===== src/rtl/dmem_arbiter.sv =====
// dmem_arbiter: two-port round-robin arbiter/sequencer in front of a
// single-port 256x32 data memory (combinational read, write on posedge CLK).
// Port A = CPU load/store unit, port B = loader/debug master.
// Handshake: a requester raises x_req with x_we/x_addr/x_wdata stable and
//   holds them until x_gnt pulses (command accepted in IDLE). Exactly one
//   cycle later x_rvalid pulses (with x_err if the address was out of range);
//   x_rdata holds the last completed read of that port. A req still high at
//   the next IDLE sample is treated as a new request.
// Optional feature macro: DMEM_ARB_STATS_EN adds grant/conflict counters
//   (a_cnt, b_cnt, conflict_cnt) and a synchronous stats_clr input.
module dmem_arbiter #(
  parameter int DEPTH  = 256,
  parameter int DATA_W = 32,
  parameter int ADDR_W = 32
) (
  input  logic              CLK,
  input  logic              RST_N,
  input  logic              a_req,
  input  logic              a_we,
  input  logic [ADDR_W-1:0] a_addr,
  input  logic [DATA_W-1:0] a_wdata,
  output logic              a_gnt,
  output logic              a_rvalid,
  output logic [DATA_W-1:0] a_rdata,
  output logic              a_err,
  input  logic              b_req,
  input  logic              b_we,
  input  logic [ADDR_W-1:0] b_addr,
  input  logic [DATA_W-1:0] b_wdata,
  output logic              b_gnt,
  output logic              b_rvalid,
  output logic [DATA_W-1:0] b_rdata,
  output logic              b_err,
  output logic [ADDR_W-1:0] DMEM_address,
  output logic [DATA_W-1:0] DMEM_data_in,
  output logic              DMEM_mem_write,
  output logic              DMEM_mem_read,
  input  logic [DATA_W-1:0] DMEM_data_out,
`ifdef DMEM_ARB_STATS_EN
  input  logic              stats_clr,
  output logic [15:0]       a_cnt,
  output logic [15:0]       b_cnt,
  output logic [15:0]       conflict_cnt,
`endif
  output logic              dbg_state
);

  typedef enum logic {
    IDLE   = 1'b0,
    ACCESS = 1'b1
  } state_t;

  localparam logic [ADDR_W-1:0] DEPTH_L = ADDR_W'(DEPTH);

  state_t            state, state_nxt;
  logic              last_b;   // 1 = port B won the most recent grant
  logic              cur_b;    // port owning the access in flight
  logic              we_q;
  logic              oor_q;    // access in flight is out of range
  logic              grant_en;
  logic              win_b;
  logic              sel_we;
  logic              sel_in_range;
  logic [ADDR_W-1:0] sel_addr;
  logic [DATA_W-1:0] sel_wdata;

  assign dbg_state = state;

  // State register
  always_ff @(posedge CLK or negedge RST_N) begin
    if (!RST_N) state <= IDLE;
    else        state <= state_nxt;
  end

  // Next state and winner selection; a tie goes to the port that did not win last
  always_comb begin
    state_nxt    = state;
    grant_en     = 1'b0;
    win_b        = 1'b0;
    case (state)
      IDLE: begin
        if (a_req || b_req) begin
          grant_en  = 1'b1;
          win_b     = b_req && (!a_req || !last_b);
          state_nxt = ACCESS;
        end
      end
      ACCESS: state_nxt = IDLE;
      default: state_nxt = IDLE;
    endcase
    sel_we       = win_b ? b_we    : a_we;
    sel_addr     = win_b ? b_addr  : a_addr;
    sel_wdata    = win_b ? b_wdata : a_wdata;
    sel_in_range = sel_addr < DEPTH_L;
  end

  // Command latch, DMEM drive registers, grant/completion pulses and read data
  always_ff @(posedge CLK or negedge RST_N) begin
    if (!RST_N) begin
      last_b         <= 1'b1;
      cur_b          <= 1'b0;
      we_q           <= 1'b0;
      oor_q          <= 1'b0;
      a_gnt          <= 1'b0;
      b_gnt          <= 1'b0;
      a_rvalid       <= 1'b0;
      b_rvalid       <= 1'b0;
      a_err          <= 1'b0;
      b_err          <= 1'b0;
      a_rdata        <= '0;
      b_rdata        <= '0;
      DMEM_address   <= '0;
      DMEM_data_in   <= '0;
      DMEM_mem_write <= 1'b0;
      DMEM_mem_read  <= 1'b0;
    end else begin
      a_gnt    <= grant_en && !win_b;
      b_gnt    <= grant_en && win_b;
      a_rvalid <= (state == ACCESS) && !cur_b;
      b_rvalid <= (state == ACCESS) && cur_b;
      a_err    <= (state == ACCESS) && !cur_b && oor_q;
      b_err    <= (state == ACCESS) && cur_b && oor_q;

      if (grant_en) begin
        last_b         <= win_b;
        cur_b          <= win_b;
        we_q           <= sel_we;
        oor_q          <= !sel_in_range;
        DMEM_address   <= sel_in_range ? sel_addr : '0;
        DMEM_data_in   <= sel_wdata;
        DMEM_mem_write <= sel_in_range && sel_we;
        DMEM_mem_read  <= sel_in_range && !sel_we;
      end else begin
        // address/data hold; only the strobes drop outside ACCESS
        DMEM_mem_write <= 1'b0;
        DMEM_mem_read  <= 1'b0;
      end

      if ((state == ACCESS) && !we_q) begin
        if (cur_b) b_rdata <= oor_q ? '0 : DMEM_data_out;
        else       a_rdata <= oor_q ? '0 : DMEM_data_out;
      end
    end
  end

`ifdef DMEM_ARB_STATS_EN
  // Saturating grant and conflict counters; stats_clr wins over increments
  always_ff @(posedge CLK or negedge RST_N) begin
    if (!RST_N) begin
      a_cnt        <= '0;
      b_cnt        <= '0;
      conflict_cnt <= '0;
    end else if (stats_clr) begin
      a_cnt        <= '0;
      b_cnt        <= '0;
      conflict_cnt <= '0;
    end else begin
      if (grant_en && !win_b && (a_cnt != 16'hFFFF)) a_cnt <= a_cnt + 16'd1;
      if (grant_en && win_b && (b_cnt != 16'hFFFF))  b_cnt <= b_cnt + 16'd1;
      if ((state == IDLE) && a_req && b_req && (conflict_cnt != 16'hFFFF))
        conflict_cnt <= conflict_cnt + 16'd1;
    end
  end
`endif

endmodule


===== config.mk =====
export PLATFORM = sky130hd
export DESIGN_NAME = dmem_arbiter
export DESIGN_NICKNAME = d
export VERILOG_FILES = /design/src/rtl/dmem_arbiter.sv
export SDC_FILE = /design/constraint.sdc
export NUM_CORES = 1
export LEC_CHECK = 0
export ABC_AREA = 1
export CAP_MARGIN = 20
export CELL_PAD_IN_SITES_DETAIL_PLACEMENT = 0
export CELL_PAD_IN_SITES_GLOBAL_PLACEMENT = 1
export CORE_MARGIN = 2
export CORE_UTILIZATION = 32
export DETAILED_ROUTE_END_ITERATION = 8
export GPL_ROUTABILITY_DRIVEN = 1
export PLACE_DENSITY_LB_ADDON = 0.1
export SLEW_MARGIN = 40
export SYNTH_ARGS = -nofsm -noshare
export SYNTH_HDL_FRONTEND = slang
export SYNTH_SLANG_ARGS = --single-unit

===== constraint.sdc =====
create_clock -name CLK -period 3.9 [get_ports CLK]
set_input_delay 0.585 -clock CLK [delete_from_list [all_inputs] [get_ports CLK]]
set_output_delay 0.585 -clock CLK [all_outputs]
set_load 0.01 [all_outputs]

== After elaboration in Yosys (flattened, before gate mapping) ==
Cells that the tools add are included.

* Input bits: 166
* Word-level logic and storage cells: 53
* Register bits after elaboration: 141
* Output and inout port bits: 137

* Reduce and logical (&&, ||, !) cells: 21
* Bitwise operators: 2
* $lt $le $gt $ge: 1
* Multiplexer cells: 12

{| class="wikitable"
|+ Operators by type and width
! kind !! count
|-
| $mux 32 || 4
|-
| $lt 32x9->1 const B || 1
|-
| $logic_and 1x1->1 || 10
|-
| $logic_not 1->1 || 7
|-
| $mux 1 || 7
|-
| $reduce_and 2->1 || 2
|-
| $logic_or 1x1->1 || 2
|-
| $not 1->1 || 2
|-
| $pmux 1 s2 || 1
|}

== Longest topological paths before layout ==
Gate-level depths: netlist (run 1).

* Depth after elaboration: 9
* Depth in mapped cells: 12
* Depth with buffers taken out: 12

== Worst setup path before layout (run 1) ==
OpenSTA, ideal clock, no wires.

* Path type: input-to-reg
* Start: in a_req
* End: reg oor_q
* Required time: 3783 ps
* Library setup time: 117 ps
* Data arrival time: 1683 ps
* Buffers on the path: 2
* Stages on the path: 11
* Slack: 2101 ps
* Cells stage by stage: nand2_1 clkbuf_8 clkbuf_8 nand3_1 nand2_1 nor2_1 nand2_1 nor2_4 nand3_2 nand2_1 nand2_1

* Word-level cells in the longest chain between the ends: 8
* Elaborated cells between the ends (all ways): 11
* Classes of those cells: order compare (1); mux (5); reduce/logical (5)

{| class="wikitable"
|+ RTL lines
! item !! line !! RTL
|-
| start: declaration || 18 || <nowiki>input logic a_req,</nowiki>
|-
| $logic_not 1->1 || 84 || <nowiki>win_b = b_req && (!a_req || !last_b);</nowiki>
|-
| $logic_or 1x1->1 || 84 ||
|-
| $logic_and 1x1->1 || 84 ||
|-
| $mux 1 || 82 || <nowiki>if (a_req || b_req) begin</nowiki>
|-
| $mux 1 || 80 || <nowiki>case (state)</nowiki>
|-
| $mux 32 || 92 || <nowiki>sel_addr = win_b ? b_addr : a_addr;</nowiki>
|-
| $lt 32x9->1 || 94 || <nowiki>sel_in_range = sel_addr < DEPTH_L;</nowiki>
|-
| $logic_not 1->1 || 128 || <nowiki>oor_q <= !sel_in_range;</nowiki>
|-
| end signal: assignment || 128 ||
|-
| end: declaration || 59 || <nowiki>logic oor_q;</nowiki>
|}

Parallel ways exist; a longest one is shown, timed or not.
A chain may end at the register's enable or synchronous reset.

== Worst setup path in the final report (run 1) ==
Same ends and word-level chain as after synthesis.

==> metrics.csv, run 1 <==
stage,metric,value,unit
placed_design,dp.final_hpwl,14.20,mm
sta,holdWs,0.01994,ns
clock_tree,post_cts_buffers,0,
synth,syn_inst,716,
clock_tree,cts.repair.resized,0,
synth,ys_warn_count,0,
synth,synth-seq-cells,141,
clock_tree,clk_latency,0.42,ns
floorplan,die_h,145.9,um
synth,syn_area_per_cell,8.998,um2
layout,final_nets,1178,
pwr,p_leak,0.004761,uW
placed_design,port_buffers,302,
routing,drtIter0Drc,243,
layout,mostFrequentLayoutCells,"clkdlybuf4s50_1, nand2_1, dfrtp_1",
synth,ys_seq_area_share,54.79,%
global_route,grt_use_total,19.05,%
sta,tightest_slew,0.7723,ns
global_route,grt_pass1_wl,31.80,mm
routing,wirelength,19.82,mm
floorplan,start_util,32.89,%
floorplan,coreArea,19590,um2
clock_tree,cts_sinks,141,
critical_path,critPathKind,input port to register,
sta,rsz0062_at_grt,no,
global_route,grt_pass1_vias,5851,
critical_path,r2r_start,last_b$_DFFE_PN1P_,
layout,drive_above_1_share,11.80,%
floorplan,dieWidth,145.9,um
synth,synth_top_area_share,54.38,%
sta,finClkSkew,0.01031,ns
routing,drt-wirelength-per-cell,15.35,um
pwr,ir_worst_vdd,0.2857,mV
status,status,completed,
layout,area_growth,59.57,%
critical_path,cp-end-kind,register,
worst_hold_path,worstHoldPathType,input port to async pin,
clock_tree,path_clk_slew,0.07,ns
global_route,antenna_found_initial,1,
critical_path,crit_fanout,50,
critical_path,rr_worst_depth,10,
critical_path,cp.required,4.20,ns
synth,synth_fp_nets,882,
sta,fmax,370.4,MHz
critical_path,crit_path_start_kind,input port,
clock_tree,root_buffer,clkbuf_16,
routing,drc,0,
layout,final_cell_area,10280,um2
routing,via_per_inst,4.393,
sta,fin_crit_sh,69.22,%
layout,layout_commonest_cell,clkdlybuf4s50_1,
pwr,power_density,514.7,nW/um2
global_route,grt_max_degree,108,
clock_tree,htree_levels,4,
floorplan,io_pins,303,
routing,drtPass1Iterations,6,
floorplan,rows,51,
synth,yosys.area.top_type,dfrtp_1,
global_route,overflow,0,
synth,synth_cell_type_count,25,
sta,finalMaxSlewViolations,0,
routing,postRouteAntennaNets,0,
critical_path,arrival,3.00,ns
clock_tree,cts-buffers-inserted,17,
placed_design,placed_area,9687,um2
layout,num-fill-cells,1896,
critical_path,r2r_slack,1.49,ns
routing,num_vias,5671,
sta,slew_headroom,48.51,%
critical_path,timing.rr.end,oor_q$_DFFE_PN0P_,
sta,timing_hold_violations_final,0,
clock_tree,cts_tree,built,
sta,tns,0,ns
sta,setup_violations,0,
clock_tree,clockBufferDepth,2,
floorplan,die_area,21280,um2
placed_design,gp_congestion,0.7747,
synth,mappedNetlistArea,6442,um2
clock_tree,cts_hold_buf,0,
sta,min_period,2.700,ns
flow_run,maxCapViolCount,0,
synth,yosys-top-cells-area,"dfrtp_1, mux2_2, nand2_1, nor2_1, a21oi_1",
-- cell families after synthesis --
logic type             after synthesis  synth area share (%)
buffers and inverters              127                 8.507
flip-flops                         141                 54.79
multiplexers                        65                 11.34
AND/OR/NAND/NOR                    310                 19.63
AO/OA/AOI/OAI                       73                 5.729
-- area by class of cell --
class | count | area, um2 | area share, %
Sequential cell | 141 | 3530 | 34.34
Clock inverter | 14 | 123.9 | 1.205
Tap cell | 265 | 331.6 | 3.225
Antenna cell | 1 | 2.502 | 0.02434
Clock buffer | 18 | 439.2 | 4.272
Multi-Input combinational cell | 448 | 2381 | 23.16
Inverter | 91 | 341.6 | 3.323
Timing Repair Buffer | 313 | 3131 | 30.45
-- power by group --
| group | switching (uW) | total [uW] | internal, uW |
|---|---|---|---|
| sequential | 187 | 1990 | 1810 |
| combinational | 730 | 1750 | 1020 |
| clock | 691 | 1550 | 855 |
-- cells in the mapped netlist, drive strengths merged --
| cell | instances |
|---|---|
| o21ai | 1 |
| buf | 22 |
| mux2 | 64 |
| nand3b | 1 |
| dfrtp | 140 |
| a21oi | 72 |
| dfstp | 1 |
| clkbuf | 14 |
| nor2 | 114 |
| nand2 | 164 |
| nor3 | 2 |
| nand3 | 28 |
| mux2i | 1 |
| or2 | 1 |
| inv | 91 |
-- worst max-delay path by stage --
stage | depth (start not counted) | slack (ns) | startpoint | to
global placement | 11 | 0.80 | a_req | oor_q$_DFFE_PN0P_
CTS | 11 | 1.17 | a_req | oor_q$_DFFE_PN0P_
floorplan | 11 | 2.10 | a_req | oor_q$_DFFE_PN0P_
finish | 11 | 1.20 | a_req | oor_q$_DFFE_PN0P_
detailed placement | 11 | 0.73 | a_req | oor_q$_DFFE_PN0P_
global route | 11 | 0.90 | a_req | oor_q$_DFFE_PN0P_
-- flip-flops by register name (all words and copies together) (netlist names), 32 cells and up --
register      flops
DMEM_data_in     32
b_rdata          32
DMEM_address     32
a_rdata          32
-- worst max-delay path: stages --
cell	delay, ns
clkdlybuf4s50_1	0.46
nand2_1	0.34
nand3_4	0.56
nand2_1	0.22
nand2_1	0.06
nor2_1	0.09
nand2_1	0.10
nor2_4	0.28
nand3_2	0.14
nand2_1	0.07
nand2_1	0.06
-- per-layer routing --
metal | global-route usage, % | wire [um]
met5 | 0 | 0
met1 | 22.43 | 8148
met2 | 31.98 | 9631
met4 | 5.686 | 286
met3 | 7.712 | 1752
-- metrics by stage --
step,total power [uW],worst slack [ns],util [%],instances
6_report,5291,1.201,52.47,1291
5_1_grt,5610,0.8999,52.47,1291
4_1_cts,5381,1.170,52.32,1289
3_5_place_dp,3801,0.7338,49.45,1257
3_3_place_gp,3778,0.8024,49.43,1257
2_1_floorplan,2737,2.101,-,716
No activity file was read; power rests on OpenSTA's default activity.
==> inputs of run 2 (changes only) <==
--- a/config.mk
+++ b/config.mk
@@ -10,7 +10,7 @@
 export CELL_PAD_IN_SITES_DETAIL_PLACEMENT = 0
 export CELL_PAD_IN_SITES_GLOBAL_PLACEMENT = 1
 export CORE_MARGIN = 2
-export CORE_UTILIZATION = 32
+export CORE_UTILIZATION = 30
 export DETAILED_ROUTE_END_ITERATION = 8
 export GPL_ROUTABILITY_DRIVEN = 1
 export PLACE_DENSITY_LB_ADDON = 0.1
==> constraint.sdc (replaced) <==
create_clock -name CLK -period 2.78 [get_ports CLK]
set_input_delay 0.417 -clock CLK [delete_from_list [all_inputs] [get_ports CLK]]
set_output_delay 0.417 -clock CLK [all_outputs]
set_load 0.01 [all_outputs]
==> run 2 against run 1 <==
Net effect: critical path depth stayed put; clock-buffer cell count stayed put; design area is 0.56% higher; die area is 6.5% higher; largest cell class unchanged.
==> metrics.csv, run 2 (same netlist as run 1, synthesis figures left out) <==
stage,metric,value,unit,change
routing,via_per_inst,4.324,,-1.6%
layout,area_growth,60.46,%,
routing,wirelength,19.79,mm,-0.17%
layout,drive_above_1_share,11.78,%,-0.023 points
global_route,grt_use_total,17.31,%,-1.7 points
global_route,grt_max_degree,62,,-43%
floorplan,rows,53,,+3.9%
routing,drt-wirelength-per-cell,15.20,um,-1.0%
pwr,fin_total_pwr,7517,uW,+42%
layout,layout_commonest_cell,clkdlybuf4s50_1,,
sta,timing_hold_violations_final,0,,unchanged
global_route,overflow,0,,unchanged
critical_path,crit_slowest_cell,clkdlybuf4s50_1,,
clock_tree,cts_tree,built,,
critical_path,cp_num_buf_inv,2,,+1
global_route,antenna_found_initial,0,,-1
placed_design,port_buffers,302,,unchanged
sta,slew_headroom,61.54,%,+13 points
sta,fin_crit_sh,75.04,%,
sta,fmax,479.4,MHz,
critical_path,path_cells,clkdlybuf4s50_1 -> inv_2 -> nor2_4 -> nand3_1 -> nand2_1 -> nand2_1 -> nor2_1 -> nand2_1 -> nor2_4 -> nand3_1 -> nand2_1,,
sta,holdWs,0.4781,ns,+0.4582 ns
clock_tree,cts_sinks,141,,unchanged
placed_design,placed_cells,1269,,+0.95%
critical_path,cp-end-kind,register,,
floorplan,start_util,30.65,%,-2.2 points
floorplan,io_pins,303,,unchanged
global_route,grt_pass1_wl,30.11,mm,-5.3%
layout,insertedDiodeCount,0,,-1
sta,rsz0062_at_grt,no,,
floorplan,dieWidth,150.5,um,+3.2%
critical_path,crit_path_max_incr_delay,0.64,ns,+0.08 ns
floorplan,die_h,150.5,um,+3.2%
critical_path,cpMostUsedCell,nand2_1,,
sta,setup_violations,0,,unchanged
floorplan,die_area,22660,um2,+6.5%
sta,finClkSkew,0.007862,ns,-0.002451 ns
pwr,ir_worst_vdd,0.4297,mV,+50%
routing,drtPass1Iterations,4,,-2
clock_tree,root_buffer,clkbuf_16,,
sta,tns,0,ns,unchanged
placed_design,dp.final_hpwl,14.25,mm,+0.33%
flow_run,maxCapViolCount,0,,unchanged
critical_path,cp.required,3.13,ns,-1.07 ns
clock_tree,cts-buffers-inserted,17,,unchanged
worst_hold_path,worstHoldPathType,register to register,,
critical_path,cp_top_family,simple AND/OR/NAND/NOR gates,,
layout,final_cells,1302,,+0.85%
routing,drc,0,,unchanged
sta,tightest_slew,0.5769,ns,-0.1954 ns
status,status,completed,,
placed_design,gp_congestion,0.7612,,-1.7%
critical_path,arrival,2.44,ns,-0.56 ns
clock_tree,clk_latency,0.41,ns,about the same
sta,finalMaxSlewViolations,0,,unchanged
pwr,power_density,727.1,nW/um2,+41%
layout,final_nets,1180,,+0.17%
clock_tree,clockBufferDepth,2,,unchanged
pwr,p_leak,0.004777,uW,+0.32%
critical_path,critPathKind,input port to register,,
critical_path,crit_fanout,19,,-62%
layout,mostFrequentLayoutCells,"clkdlybuf4s50_1, nand2_1, dfrtp_1",,
floorplan,coreArea,21020,um2,+7.3%
clock_tree,path_clk_slew,0.07,ns,about the same
routing,num_vias,5630,,-0.72%
critical_path,crit_path_start_kind,input port,,
routing,drtIter0Drc,170,,-30%
sta,min_period,2.086,ns,
routing,postRouteAntennaNets,0,,unchanged
global_route,grt_pass1_vias,5666,,-3.2%
clock_tree,htree_levels,4,,unchanged
layout,num-fill-cells,2022,,+6.6%
run 2: final timing paths:
kind | to | cells past startpoint | from | slack [ns]
max | DMEM_address[1]$_DFFE_PN0P_ | 11 | b_req | 0.69
min | DMEM_address[3]$_DFFE_PN0P_ | 2 | DMEM_address[3]$_DFFE_PN0P_ | 0.48
max reg2reg | oor_q$_DFFE_PN0P_ | 10 | dbg_state$_DFF_PN0_ | 0.73
min reg2reg | DMEM_address[3]$_DFFE_PN0P_ | 2 | DMEM_address[3]$_DFFE_PN0P_ | 0.48
max in group asynchronous | a_rdata[29]$_DFFE_PN0P_ | 3 | RST_N | 1.41
min in group asynchronous | a_rdata[10]$_DFFE_PN0P_ | 2 | RST_N | 0.56
run 2: metrics by stage:
step	utilization, %	worst slack [ns]	area, um2
2_1_floorplan	-	1.046	6442
3_3_place_gp	46.37	0.3088	9748
3_5_place_dp	46.37	0.2898	9748
4_1_cts	49.18	0.6930	10340
5_1_grt	49.18	0.4697	10340
6_report	49.18	0.6940	10340
run 2: repair_timing:
action                                  in CTS  in global routing
hold endpoints to repair                    20                  0
setup buffers                                0                  0
endpoints found under the setup margin       0                  0
hold buffers                                 1                  0
gates resized for setup                      0                  0
run 2: report_power, final:
| part | internal, uW | switching [uW] |
|---|---|---|
| sequential | 2530 | 244 |
| combinational | 1440 | 1040 |
| clock | 1270 | 980 |
run 2: worst register-to-register path, stage by stage (launching register included):
cell and delay [ns]:
dfrtp_1 0.48, inv_2 0.23, nand3_4 0.29, nand2_1 0.15, nand2_1 0.05, nor2_1 0.10, nand2_1 0.11, nor2_4 0.29
nand3_2 0.14, nand2_1 0.07, nand2_1 0.04
run 2: per-layer routing:
layer / wire length (um) / vias up / global-route usage (%)
met5: 0 / - / 0
met4: 346 / 0 / 6.226
met3: 1790 / 20 / 6.091
met2: 9534 / 199 / 29.27
met1: 8114 / 2585 / 20.30
li1: - / 2826 / -
run 2: cell type report:
| type | instances | area, um2 | area share [%] |
|---|---|---|---|
| Sequential cell | 141 | 3530 | 34.14 |
| Clock inverter | 14 | 150.1 | 1.452 |
| Inverter | 91 | 341.6 | 3.304 |
| Timing Repair Buffer | 315 | 3162 | 30.59 |
| Multi-Input combinational cell | 448 | 2381 | 23.03 |
| Clock buffer | 18 | 429.2 | 4.152 |
| Tap cell | 275 | 344.1 | 3.328 |
==> inputs of run 3 (changes only) <==
--- a/config.mk
+++ b/config.mk
@@ -10,7 +10,7 @@
 export CELL_PAD_IN_SITES_DETAIL_PLACEMENT = 0
 export CELL_PAD_IN_SITES_GLOBAL_PLACEMENT = 1
 export CORE_MARGIN = 2
-export CORE_UTILIZATION = 30
+export CORE_UTILIZATION = 27
 export DETAILED_ROUTE_END_ITERATION = 8
 export GPL_ROUTABILITY_DRIVEN = 1
 export PLACE_DENSITY_LB_ADDON = 0.1
==> constraint.sdc (replaced) <==
create_clock -name CLK -period 1.85 [get_ports CLK]
set_input_delay 0.2775 -clock CLK [delete_from_list [all_inputs] [get_ports CLK]]
set_output_delay 0.2775 -clock CLK [all_outputs]
set_load 0.01 [all_outputs]
==> run 3 against run 2 <==
Net effect: the run now ends with setup timing left; flip-flop and latch count is the same; total power is 53% higher; via count increased by 2.4%; critical path type is now register to register; sequential power rose by 50%; utilization shrank 2.7 points; clock skew down 0.00061 ns; critical path depth fell by 3; critical endpoint is now DMEM_address[7]$_DFFE_PN0P_; largest cell class is now non-clock buffers; routed wire length increased by 4.3%.
==> metrics.csv, run 3 (same netlist as run 1, synthesis figures left out) <==
stage,metric,value,unit,change
sta,timing_hold_violations_final,0,,unchanged
global_route,grt_pass1_wl,30.86,mm,+2.5%
placed_design,port_buffers,302,,unchanged
pwr,ir_worst_vdd,0.5174,mV,+20%
critical_path,cp-end-kind,register,,
routing,num_vias,5763,,+2.4%
global_route,grt_max_degree,47,,-24%
routing,drtIter0Drc,174,,+2.4%
floorplan,start_util,27.45,%,-3.2 points
critical_path,crit_fanout,16,,-3
critical_path,cp.required,2.20,ns,-0.93 ns
layout,final_nets,1206,,+2.2%
global_route,globalRouteMet3Util,6.396,%,+0.31 points
layout,mostFrequentLayoutCells,"clkdlybuf4s50_1, nand2_1, dfrtp_1",,
pwr,fin_total_pwr,11510,uW,+53%
global_route,antenna_found_initial,1,,+1
routing,drtPass1Iterations,4,,unchanged
floorplan,dieWidth,158.5,um,+5.3%
worst_hold_path,worstHoldPathType,input port to async pin,,
critical_path,r2r_start,last_b$_DFFE_PN1P_,,
clock_tree,cts_sinks,141,,unchanged
layout,regArea,3530,um2,unchanged
global_route,grt_pass1_vias,5746,,+1.4%
status,violations,setup timing,,
clock_tree,root_buffer,clkbuf_16,,
sta,fin_crit_sh,100.1,%,
placed_design,dp.final_hpwl,14.76,mm,+3.6%
global_route,grt_use_total,16.15,%,-1.2 points
sta,fmax,539.9,MHz,
clock_tree,htree_levels,4,,unchanged
global_route,overflow,0,,unchanged
layout,layout_commonest_cell,clkdlybuf4s50_1,,
critical_path,rr_worst_depth,8,,-2
flow_run,maxCapViolCount,0,,unchanged
critical_path,timing.rr.end,DMEM_address[7]$_DFFE_PN0P_,,
pwr,power_density,1056,nW/um2,+45%
status,status,"finished, violations left",,
layout,final_cells,1373,,+5.5%
routing,postRouteAntennaNets,0,,unchanged
sta,setup_ws,-0.002346,ns,-0.6964 ns
floorplan,rows,56,,+5.7%
floorplan,die_h,158.5,um,+5.3%
critical_path,crit_path_start_kind,register,,
pwr,p_leak,0.004992,uW,+4.5%
sta,rsz0062_at_grt,yes,,
routing,drc,0,,unchanged
routing,drt-wirelength-per-cell,15.03,um,-1.1%
sta,tightest_slew,0.3889,ns,-0.1880 ns
layout,multiInputGateArea,2506,um2,+5.3%
layout,drive_above_1_share,17.47,%,+5.7 points
sta,setup_violations,1,,+1
placed_design,placed_cells,1332,,+5.0%
layout,area_growth,69.28,%,
sta,slew_headroom,74.07,%,+13 points
routing,wirelength,20.63,mm,+4.3%
critical_path,r2r_slack,-0.002,ns,-0.73 ns
sta,finClkSkew,0.007251,ns,-0.0006116 ns
global_route,busiest_layer,met2,,
sta,min_period,1.852,ns,
routing,via_per_inst,4.197,,-2.9%
clock_tree,path_clk_slew,0.07,ns,about the same
placed_design,gp_congestion,0.7691,,+1.0%
floorplan,coreArea,23470,um2,+12%
clock_tree,clockBufferDepth,2,,unchanged
layout,num-fill-cells,2297,,+14%
global_route,grt_use_met2,27.52,%,-1.8 points
clock_tree,cts_tree,built,,
clock_tree,cts-buffers-inserted,17,,unchanged
critical_path,arrival,2.20,ns,-0.24 ns
sta,finalMaxSlewViolations,0,,unchanged
floorplan,io_pins,303,,unchanged
critical_path,critPathKind,register to register,,
floorplan,die_area,25110,um2,+11%
global_route,use_met1,18.80,%,-1.5 points
clock_tree,clk_latency,0.42,ns,about the same
run 3: cell count changes in the layout (fill, tap and decap cells not counted), moves of 2 or more:
cell       previous run  this run
buf_8                 0         2
nor2_1              109       101
nand3_2               2         8
nand3_1              25        19
nor2_2                1         8
nand2_2               0        19
buf_12                3        12
nand2_4               0         3
clkbuf_16            17        19
buf_4                 9        19
buf_6                 1         3
nand2_1             164       142
run 3: final cells by class:
cell class / instances / area share, %
timing repair buffer: 341 / 32.55
sequential: 141 / 32.37
multi-input combinational: 448 / 22.98
clock buffer: 18 / 3.935
tap: 319 / 3.660
inverter: 91 / 3.132
clock inverter: 14 / 1.354
antenna: 1 / 0.02295
run 3: report_power, final:
group / switching, uW / internal, uW / total, uW
clock: 1490 / 1900 / 3390
combinational: 1630 / 2320 / 3960
sequential: 359 / 3810 / 4170
run 3: worst max-delay path by stage:
stage | start | to | slack (ns) | cells past startpoint
final | last_b$_DFFE_PN1P_ | DMEM_address[7]$_DFFE_PN0P_ | -0.002 | 8
after global routing | last_b$_DFFE_PN1P_ | DMEM_address[7]$_DFFE_PN0P_ | -0.09 | 8
after CTS | last_b$_DFFE_PN1P_ | DMEM_address[2]$_DFFE_PN0P_ | 0.002 | 11
after detailed placement | b_req | DMEM_address[4]$_DFFE_PN0P_ | -0.35 | 12
after global placement | b_req | DMEM_address[7]$_DFFE_PN0P_ | -0.32 | 12
after floorplan | last_b$_DFFE_PN1P_ | oor_q$_DFFE_PN0P_ | 0.12 | 11
run 3: metal layers:
metal  vias to the layer above  share of wire (%)
met4                         0                1.3
met2                       204                 48
li1                       2877                  -
met1                      2666                 42
met3                        16                9.0
met5                         -                  0
run 3: what timing repair did:
action,4_1_cts,5_1_grt
endpoints found under the hold margin,28,0
pin swaps,2,23
gates resized for setup,3,46
gates cloned,1,2
hold buffers,1,0
endpoints found under the setup margin,11,11
setup buffers,1,4
run 3: worst max-delay path: stages, from the launching register on:
cell and delay, ns:
dfstp_2 0.57, nand2_4 0.08, nand3_4 0.18, clkbuf_16 0.19, buf_4 0.21, nand2_1 0.08
a21oi_1 0.29, nand3_2 0.10, nand2_1 0.07
run 3: stage by stage:
stage / area [um2] / hold WS [ns] / setup WS, ns / setup TNS (ns) / util (%)
global placement: 10030 / 0.2143 / -0.3175 / -6.187 / 42.75
finish: 10910 / 0.3381 / -0.002346 / -0.002346 / 46.46
detailed placement: 10030 / 0.2165 / -0.3496 / -7.328 / 42.75
global route: 10910 / 0.3755 / -0.08830 / -0.4378 / 46.46
floorplan: 6442 / -0.01809 / 0.1164 / 0 / -
CTS: 10670 / 0.3311 / 0.002096 / 0 / 45.47
